[src/rtl/md5_pkg.sv]
// Shared constants and state encoding for the MD5 block feeder.
package md5_pkg;

    localparam int MD5_BLOCK_BITS    = 512;
    localparam int MD5_LEN_BITS      = 64;
    localparam int MD5_BLOCK_BYTES   = 64;
    // First byte of the little-endian bit-length field inside a block.
    localparam int MD5_LEN_OFFSET    = 56;
    // Highest byte index the 0x80 marker may occupy while still leaving room
    // for the length field in the same block.
    localparam int MD5_LAST_DATA_IDX = 55;
    localparam logic [7:0] MD5_PAD_BYTE = 8'h80;

    typedef enum logic [1:0] {
        ST_FILL       = 2'd0,
        ST_EMIT       = 2'd1,
        ST_PAD        = 2'd2,
        ST_EMIT_FINAL = 2'd3
    } state_t;

endpackage

[src/rtl/md5_block_feeder.sv]
// Packs a byte stream into 512-bit MD5 blocks, appends the 0x80 marker, zero
// fill and the 64-bit little-endian bit length, and hands blocks downstream.
//
// Handshakes: a byte moves when byte_valid && byte_ready at a rising edge; a
// block moves when block_valid && block_ready at a rising edge. Once raised,
// block_valid stays high with block_out/block_last/msg_bit_length frozen
// until the block is taken, and no bytes are accepted meanwhile.
module md5_block_feeder
    import md5_pkg::*;
#(
    parameter int BLOCK_BITS = MD5_BLOCK_BITS,
    parameter int LEN_BITS   = MD5_LEN_BITS
) (
    input  logic                  clk,
    input  logic                  reset_n,
    input  logic [7:0]            byte_in,
    input  logic                  byte_valid,
    input  logic                  byte_last,
    output logic                  byte_ready,
    input  logic                  flush_empty,
    output logic [BLOCK_BITS-1:0] block_out,
    output logic                  block_valid,
    output logic                  block_last,
    input  logic                  block_ready,
    output logic [LEN_BITS-1:0]   msg_bit_length,
    output state_t                dbg_state
);

    localparam int         CNT_BITS       = LEN_BITS - 3;
    localparam int         LEN_LSB        = MD5_LEN_OFFSET * 8;
    localparam logic [5:0] IDX_LAST       = 6'(MD5_BLOCK_BYTES - 1);
    localparam logic [5:0] IDX_SINGLE_MAX = 6'(MD5_LAST_DATA_IDX - 1);

    state_t                r_state;
    logic [BLOCK_BITS-1:0] r_buf;
    logic [5:0]            r_idx;
    logic [CNT_BITS-1:0]   r_count;
    logic                  r_pad_pending;
    logic                  r_pad_mark;
    logic                  r_run;

    state_t                w_state_nxt;
    logic [BLOCK_BITS-1:0] w_buf_nxt;
    logic [5:0]            w_idx_nxt;
    logic [CNT_BITS-1:0]   w_count_nxt;
    logic                  w_pad_nxt;
    logic                  w_mark_nxt;
    logic                  w_byte_fire;
    logic                  w_blk_fire;
    logic [5:0]            w_idx_p1;
    logic [CNT_BITS-1:0]   w_count_inc;

    // r_run keeps byte_ready low until the first edge after reset release.
    assign byte_ready     = r_run && (r_state == ST_FILL);
    assign block_valid    = (r_state == ST_EMIT) || (r_state == ST_EMIT_FINAL);
    assign block_last     = (r_state == ST_EMIT_FINAL);
    assign block_out      = r_buf;
    assign msg_bit_length = {r_count, 3'b000};
    assign dbg_state      = r_state;

    assign w_byte_fire = byte_valid && byte_ready;
    assign w_blk_fire  = block_valid && block_ready;
    assign w_idx_p1    = r_idx + 6'd1;
    assign w_count_inc = r_count + CNT_BITS'(1);

    // State, buffer and counter registers.
    always_ff @(posedge clk or negedge reset_n) begin
        if (!reset_n) begin
            r_state       <= ST_FILL;
            r_buf         <= '0;
            r_idx         <= '0;
            r_count       <= '0;
            r_pad_pending <= 1'b0;
            r_pad_mark    <= 1'b0;
            r_run         <= 1'b0;
        end else begin
            r_state       <= w_state_nxt;
            r_buf         <= w_buf_nxt;
            r_idx         <= w_idx_nxt;
            r_count       <= w_count_nxt;
            r_pad_pending <= w_pad_nxt;
            r_pad_mark    <= w_mark_nxt;
            r_run         <= 1'b1;
        end
    end

    // Next-state logic: byte packing, padding and length insertion.
    // The buffer is always cleared after a block leaves, so bytes beyond the
    // write index are already zero and zero fill needs no explicit writes.
    always_comb begin
        w_state_nxt = r_state;
        w_buf_nxt   = r_buf;
        w_idx_nxt   = r_idx;
        w_count_nxt = r_count;
        w_pad_nxt   = r_pad_pending;
        w_mark_nxt  = r_pad_mark;
        case (r_state)
            ST_FILL: begin
                if (w_byte_fire) begin
                    w_buf_nxt[{r_idx, 3'b000} +: 8] = byte_in;
                    w_idx_nxt   = w_idx_p1;
                    w_count_nxt = w_count_inc;
                    if (byte_last) begin
                        if (r_idx <= IDX_SINGLE_MAX) begin
                            // Marker and length both fit in this block.
                            w_buf_nxt[{w_idx_p1, 3'b000} +: 8] = MD5_PAD_BYTE;
                            w_buf_nxt[LEN_LSB +: LEN_BITS]     = {w_count_inc, 3'b000};
                            w_state_nxt = ST_EMIT_FINAL;
                        end else if (r_idx != IDX_LAST) begin
                            // Marker fits, length spills into a pad block.
                            w_buf_nxt[{w_idx_p1, 3'b000} +: 8] = MD5_PAD_BYTE;
                            w_pad_nxt   = 1'b1;
                            w_mark_nxt  = 1'b0;
                            w_state_nxt = ST_EMIT;
                        end else begin
                            // Block is full: marker and length both go to the pad block.
                            w_pad_nxt   = 1'b1;
                            w_mark_nxt  = 1'b1;
                            w_state_nxt = ST_EMIT;
                        end
                    end else if (r_idx == IDX_LAST) begin
                        w_pad_nxt   = 1'b0;
                        w_state_nxt = ST_EMIT;
                    end
                end else if (flush_empty && !byte_valid && (r_count == '0)) begin
                    // Zero-length message: marker at byte 0, length field stays 0.
                    w_buf_nxt[7:0] = MD5_PAD_BYTE;
                    w_state_nxt    = ST_EMIT_FINAL;
                end
            end
            ST_EMIT: begin
                if (w_blk_fire) begin
                    w_buf_nxt   = '0;
                    w_idx_nxt   = '0;
                    w_state_nxt = r_pad_pending ? ST_PAD : ST_FILL;
                end
            end
            ST_PAD: begin
                w_buf_nxt = '0;
                if (r_pad_mark) begin
                    w_buf_nxt[7:0] = MD5_PAD_BYTE;
                end
                w_buf_nxt[LEN_LSB +: LEN_BITS] = {r_count, 3'b000};
                w_pad_nxt   = 1'b0;
                w_mark_nxt  = 1'b0;
                w_state_nxt = ST_EMIT_FINAL;
            end
            ST_EMIT_FINAL: begin
                if (w_blk_fire) begin
                    w_buf_nxt   = '0;
                    w_idx_nxt   = '0;
                    w_count_nxt = '0;
                    w_state_nxt = ST_FILL;
                end
            end
            default: begin
                w_state_nxt = ST_FILL;
            end
        endcase
    end

endmodule
[config.mk]
export PLATFORM = sky130hd
export DESIGN_NAME = md5_block_feeder
export DESIGN_NICKNAME = d
export VERILOG_FILES = /design/src/rtl/md5_pkg.sv /design/src/rtl/md5_block_feeder.sv
export SDC_FILE = /design/constraint.sdc
export NUM_CORES = 2
export LEC_CHECK = 0
export CAP_MARGIN = 20
export CORE_MARGIN = 2
export CORE_UTILIZATION = 38
export CTS_BUF_LIST = sky130_fd_sc_hd__clkbuf_16
export CTS_CLUSTER_DIAMETER = 30
export CTS_CLUSTER_SIZE = 24
export DETAILED_ROUTE_END_ITERATION = 7
export PLACE_DENSITY_LB_ADDON = 0.3
export SLEW_MARGIN = 20
export SYNTH_ARGS = -nofsm -noshare
export SYNTH_HDL_FRONTEND = slang
export SYNTH_SLANG_ARGS = --single-unit
[constraint.sdc]
create_clock -name clk -period 6.3 [get_ports clk]
set_clock_uncertainty 0.2 [all_clocks]
set_input_delay 1.26 -clock clk [delete_from_list [all_inputs] [get_ports clk]]
set_output_delay 1.26 -clock clk [all_outputs]
set_load 0.005 [all_outputs]
# [Word level (Yosys, flattened, before mapping)]
# Cells that the tools add are included.
[op_classes] n_addsub=4 magnitude_cmp=1 eq_ne=15 shift=4 mux=36 n_reduce_logical=20
[ops] operator="$mux W512" n=4
[ops] operator="$pmux W512 S3" n=1
[ops] operator="$bwmux W512" n=2
[ops] operator="$shift A8 B11 Y512 const A" n=2
[ops] operator="$shiftx A8 B11 Y512" n=1
[ops] operator="$shiftx A8 B11 Y512 const A" n=1
[ops] operator="$mux W504" n=1
[ops] operator="$mux W61" n=2
[ops] operator="$pmux W61 S2" n=1
[ops] operator="$add A61 B1 Y61 const B" n=1
[ops] operator="$logic_not A61 Y1" n=1
[ops] operator="$mux W8" n=3
[ops] operator="$neg A9 Y11" n=2
[ops] operator="$mux W2" n=8
[ops] operator="$mux W6" n=2
[ops] operator="$pmux W6 S2" n=1
[ops] operator="$reduce_and A4 Y1" n=3
[ops] operator="$mux W1" n=8
[ops] operator="$ne A2 B2 Y1 const B" n=4
[ops] operator="$pmux W2 S4" n=1
[ops] operator="$add A6 B1 Y6 const B" n=1
[ops] operator="$eq A6 B6 Y1 const B" n=1
[ops] operator="$le A6 B6 Y1 const B" n=1
[ops] operator="$ne A3 B2 Y1 const B" n=2
[ops] operator="15 further kinds" n=26
[word_totals] regBits=584 input_bits=14 output_inout_bits=581

# [Depth between registers and ports, before layout]
[logic_depth] ltp_word=9 ltp_mapped=13 mapped_depth_nobuf=9

# [Least setup slack after synthesis]
# Ideal clock, no wire load.
[synth_timing] kind="register to register" from="register r_idx[0]" to="register r_buf[304], in the netlist block_out[304]" setup_ns=0.121 t_arrival_ns=3.136 required_ns=5.979 path_slack_ns=2.843 stages_incl_launch_ff=14 n_path_buf=4 synth_period_minus_slack_ns=3.457 cell_sequence="dfrtp_1 > buf_2 > clkinv_1 > ha_1 > buf_2 > nor2b_1 > buf_2 > a2111oi_0 > o21bai_1 > o21a_1 > buf_2 > or3_1 > a21o_1 > a22o_1"
[synth_via] elab_chain_len=9
[synth_rtl] item="from (decl)" line_no="md5_block_feeder.sv:36" text="logic [5:0] r_idx;"
[synth_rtl] item="from (signal assigned)" line_no="md5_block_feeder.sv:79" text="r_idx <= w_idx_nxt;"
[synth_rtl] item="$add A6 B1 Y6 or $neg A9 Y11 (tied branches)" line_no="md5_block_feeder.sv:63, md5_block_feeder.sv:100"
[synth_rtl] item="$neg A9 Y11, or another cell as far along" line_no="md5_block_feeder.sv:106, md5_block_feeder.sv:111"
[synth_rtl] item="$shiftx A8 B11 Y512, or another cell as far along" line_no="md5_block_feeder.sv:106, md5_block_feeder.sv:111"
[synth_rtl] item="$bwmux W512" line_no="md5_block_feeder.sv:106, md5_block_feeder.sv:111"
[synth_rtl] item="$mux W512" line_no="md5_block_feeder.sv:109" text="end else if (r_idx != IDX_LAST) begin"
[synth_rtl] item="$mux W512" line_no="md5_block_feeder.sv:104" text="if (r_idx <= IDX_SINGLE_MAX) begin"
[synth_rtl] item="$mux W512 (*)" line_no="md5_block_feeder.sv:103" text="if (byte_last) begin"
[synth_rtl] item="$mux W504 (*)" line_no="md5_block_feeder.sv:99" text="if (w_byte_fire) begin"
[synth_rtl] item="$pmux W512 S3 (*)" line_no="md5_block_feeder.sv:97" text="case (r_state)"
[synth_rtl] item="to (signal assigned)" line_no="md5_block_feeder.sv:78" text="r_buf <= w_buf_nxt;"
[synth_rtl] item="to (decl)" line_no="md5_block_feeder.sv:35" text="logic [BLOCK_BITS-1:0] r_buf;"
# Mark *: on every way between the ends. The rest lies on a longest branch, timed or not. The select of a mux whose other input is x is not followed.
# A chain may end at the register's enable or synchronous reset.

# [Final worst setup path]
[layout_timing] from="register r_state[0], in the netlist dbg_state[0]" to="output port byte_ready"
[layout_via] elab_chain_len=2
[layout_rtl] item="from (decl)" line_no="md5_block_feeder.sv:34" text="state_t r_state;"
[layout_rtl] item="from (signal assigned)" line_no="md5_block_feeder.sv:77" text="r_state <= w_state_nxt;"
[layout_rtl] item="$logic_not A2 Y1" line_no="md5_block_feeder.sv:54" text="assign byte_ready = r_run && (r_state == ST_FILL);"
[layout_rtl] item="$logic_and A1 B1 Y1" line_no="md5_block_feeder.sv:54"
[layout_rtl] item="to (decl)" line_no="md5_block_feeder.sv:19" text="output logic byte_ready,"
# No other way between the ends.

==> summary.md <==
| Metric | Value |
|---|---|
| Status | completed |
| Slew Limit Headroom | 24.64% |
| Cells taking the most area after synthesis | dfrtp_1 (50%), a22o_1 (7.1%), nor2_1 (3.7%), mux2i_1 (3.5%), o21ai_0 (3.4%) |
| Leakage | 16.69 nW |
| CTS tree | built |
| Area grow syn2layout | 39.72% |
| Yosys warning count | 0 |
| Clock Sinks | 584 |
| DRT Pass-1 Iters | 6 |
| Mapped Area | 28,940 um^2 |
| EDFF count, synth | 0 |
| Reg area | 14,610 um^2 |
| H-Tree Depth | 4 |
| Clock Path Buffers | 3 |
| Final Critical Period | 4.731 ns |
| Post-Place Cell Area | 35,690 um^2 |
| Initial antenna violation count | 2 |
| First-pass GRT wire length | 189,500 um |
| Initial Util | 38.24% |
| Final Non-Filler Cells | 4,636 |
| WL final | 130,500 um |
| Max FO, Critical Path | 16 |
| Inserted Clock Buffers | 144 |
| DR WL/cell | 28.16 um |
| Yosys cell types | 90 |
| Clock-pin slew on the worst setup and hold paths | 0.04 ns |
| Boundary Pins | 595 |
| Die X | 280.0 um |
| Total power | 14.93 mW |
| Async SR Flop Fraction | 100.0% |
| DIE HEIGHT | 280.0 um |
| Port Buffers | 591 |
| Req. time, crit path | 4.84 ns |
| Clk_lat worst skew | 0.72 ns |
| Syn avg cell area | 9.736 um^2 |
| Final worst-path cycle share | 75.10% |
| Initial drt markers | 3,416 |
| Nets | 3,563 |
| Final Hold Vio Count | 0 |
| Total track usage | 32.47% |
| RSZ-0062 raised after global routing | false |
| #FFs+latches synth | 584 |
| Endpoint class of the critical path | output port |
| Ratio of cells with drive above 1 in the final layout | 10.45% |
| Area share of the largest cell type after synthesis | 50.49% |
| Postcts setup bufs | 0 |
| Area of the multi-input gates | 13,320 um^2 |
| Peak supply drop | 0.0002553 V |
| Pwr Density | 369.2 nW/um^2 |
| Crit start category | flip-flop |
| Leading area contributor after synthesis | dfrtp_1 |
| Commonest non-fill, non-tap cell in the layout | dfrtp_1 |
| Placer Congestion | 0.9854 |
| Sequential fraction of the synthesis area | 50.49% |
| Number of global-route vias before repair | 27,354 |
| Ys flop type | dfrtp_1 |
| CTS resizes | 0 |
| WS Path Type | flip-flop to output port |
| Setup violations, final | 0 |
| Placed insts | 4,372 |
| Standard-cell rows | 101 |
| Root buf cell | clkbuf_16 |
| Hold slack final | 0.2860 ns |
| Via count | 28,996 |
| DP HPWL | 90,170 um |
| Count of pins over their slew limit | 0 |
| GR Overflow Total | 0 |
| Worst Hold Class | flip-flop to flip-flop |
| Largest net degree at the start of global routing | 144 |
| Post-route ant nets | 0 |
| Maximum clock frequency | 211.4 MHz |
| Gate Count Post-Synth | 2,973 |
| Vias per cell | 6.255 |
| TNS Setup | 0 ns |
| Design area | 40,440 um^2 |
| Die area | 78,390 um^2 |
| Cts hold-fix bufs | 0 |
| Total of max-cap violations | 0 |
| Crit path DAT | 3.27 ns |
| Leading cell types in the layout, fill and taps excluded | dfrtp_1 (584), clkdlybuf4s50_1 (583), nor2_1 (283), a22o_1 (234), nand2_1 (217) |
| DRC violations left | 0 |
| Total core area | 75,700 um^2 |
| Worst-Margin Slew | 1.126 ns |
| # fillers | 6,740 |
==> final timing paths <==
path	cells after the start	startpoint	end	slack (ns)
setup / recovery	4	dbg_state[0]	byte_ready	1.57
max in group asynchronous	2	reset_n	block_out[167]	4.12
setup reg to reg	11	r_idx[1]	block_out[368]	1.66
hold reg to reg	1	block_out[135]	block_out[135]	0.29
min in group asynchronous	1	reset_n	block_out[235]	0.42
hold / removal	1	block_out[135]	block_out[135]	0.29
==> flip-flops by register name (all words and copies together) (netlist names) <==
| name | count |
|---|---|
| r_pad_mark | 1 |
| block_out | 512 |
| r_count | 61 |
| r_idx | 6 |
| dbg_state | 2 |
| r_run | 1 |
| r_pad_pending | 1 |
==> area by class of cell <==
| cell class | count | area share, % |
|---|---|---|
| Multi-Input combinational cell | 2125 | 32.93 |
| Sequential cell | 584 | 36.14 |
| Timing Repair Buffer | 662 | 15.98 |
| Clock buffer | 147 | 9.096 |
| Tap cell | 978 | 3.026 |
| Clock inverter | 115 | 2.599 |
| Inverter | 24 | 0.2228 |
| Antenna cell | 1 | 0.006188 |
==> cell families after synthesis <==
group	Yosys count	synth area share, %
mux	103	3.571
fa+ha+maj	8	0.3458
compound gates	958	23.37
simple gates	1034	17.88
buf+inv	266	3.770
other cells	2	0.02595
xor+xnor	18	0.5447
flops	584	50.49
==> synthesized netlist by cell type (all sizes together) (14+ instances only) <==
cell and instances:
nand3 97, a21oi 159, buf 59, nand2 218, a221o 42, or3 36, and3 25, nor2b 14
o2bb2ai 20, clkbuf 183, o21ai 233, o211ai 16, a211oi 23, and2 14, a31oi 49, a21o 17
mux2i 101, o31ai 43, dfrtp 584, nor4 48, inv 21, nor2 289, nand4 50, a22o 234
nor3 189
==> power breakdown <==
group | leakage, nW | total, mW | switching [mW] | internal, mW
Sequential | 8.14 | 3.94 | 0.115 | 3.83
Clock | 2.39 | 7.20 | 2.38 | 4.82
Combinational | 6.15 | 3.78 | 2.99 | 0.793
Total | 16.7 | 14.9 | 5.48 | 9.45
==> layer usage <==
metal,vias to the layer above,GRT usage [%],part of all wire (%)
li1,12409,-,-
met1,14387,43.05,40
met2,1830,48.72,44
met3,370,9.343,10
met4,0,15.66,5.0
met5,-,0,0
==> worst max-delay path: stages, from the launching register on <==
cell and delay [ns]:
dfrtp_1 0.61, nor2_2 0.74, buf_4 0.39, and2_1 0.28
clkdlybuf4s50_1 0.54
==> through the flow <==
step | util [%] | setup slack (ns)
3_3_place_gp | 47.14 | 1.554
5_1_grt | 53.42 | 1.330
3_5_place_dp | 47.15 | 1.452
4_1_cts | 53.40 | 1.609
6_report | 53.43 | 1.569
2_1_floorplan | - | 2.843
Note: power is estimated with default switching activity, not from simulation.
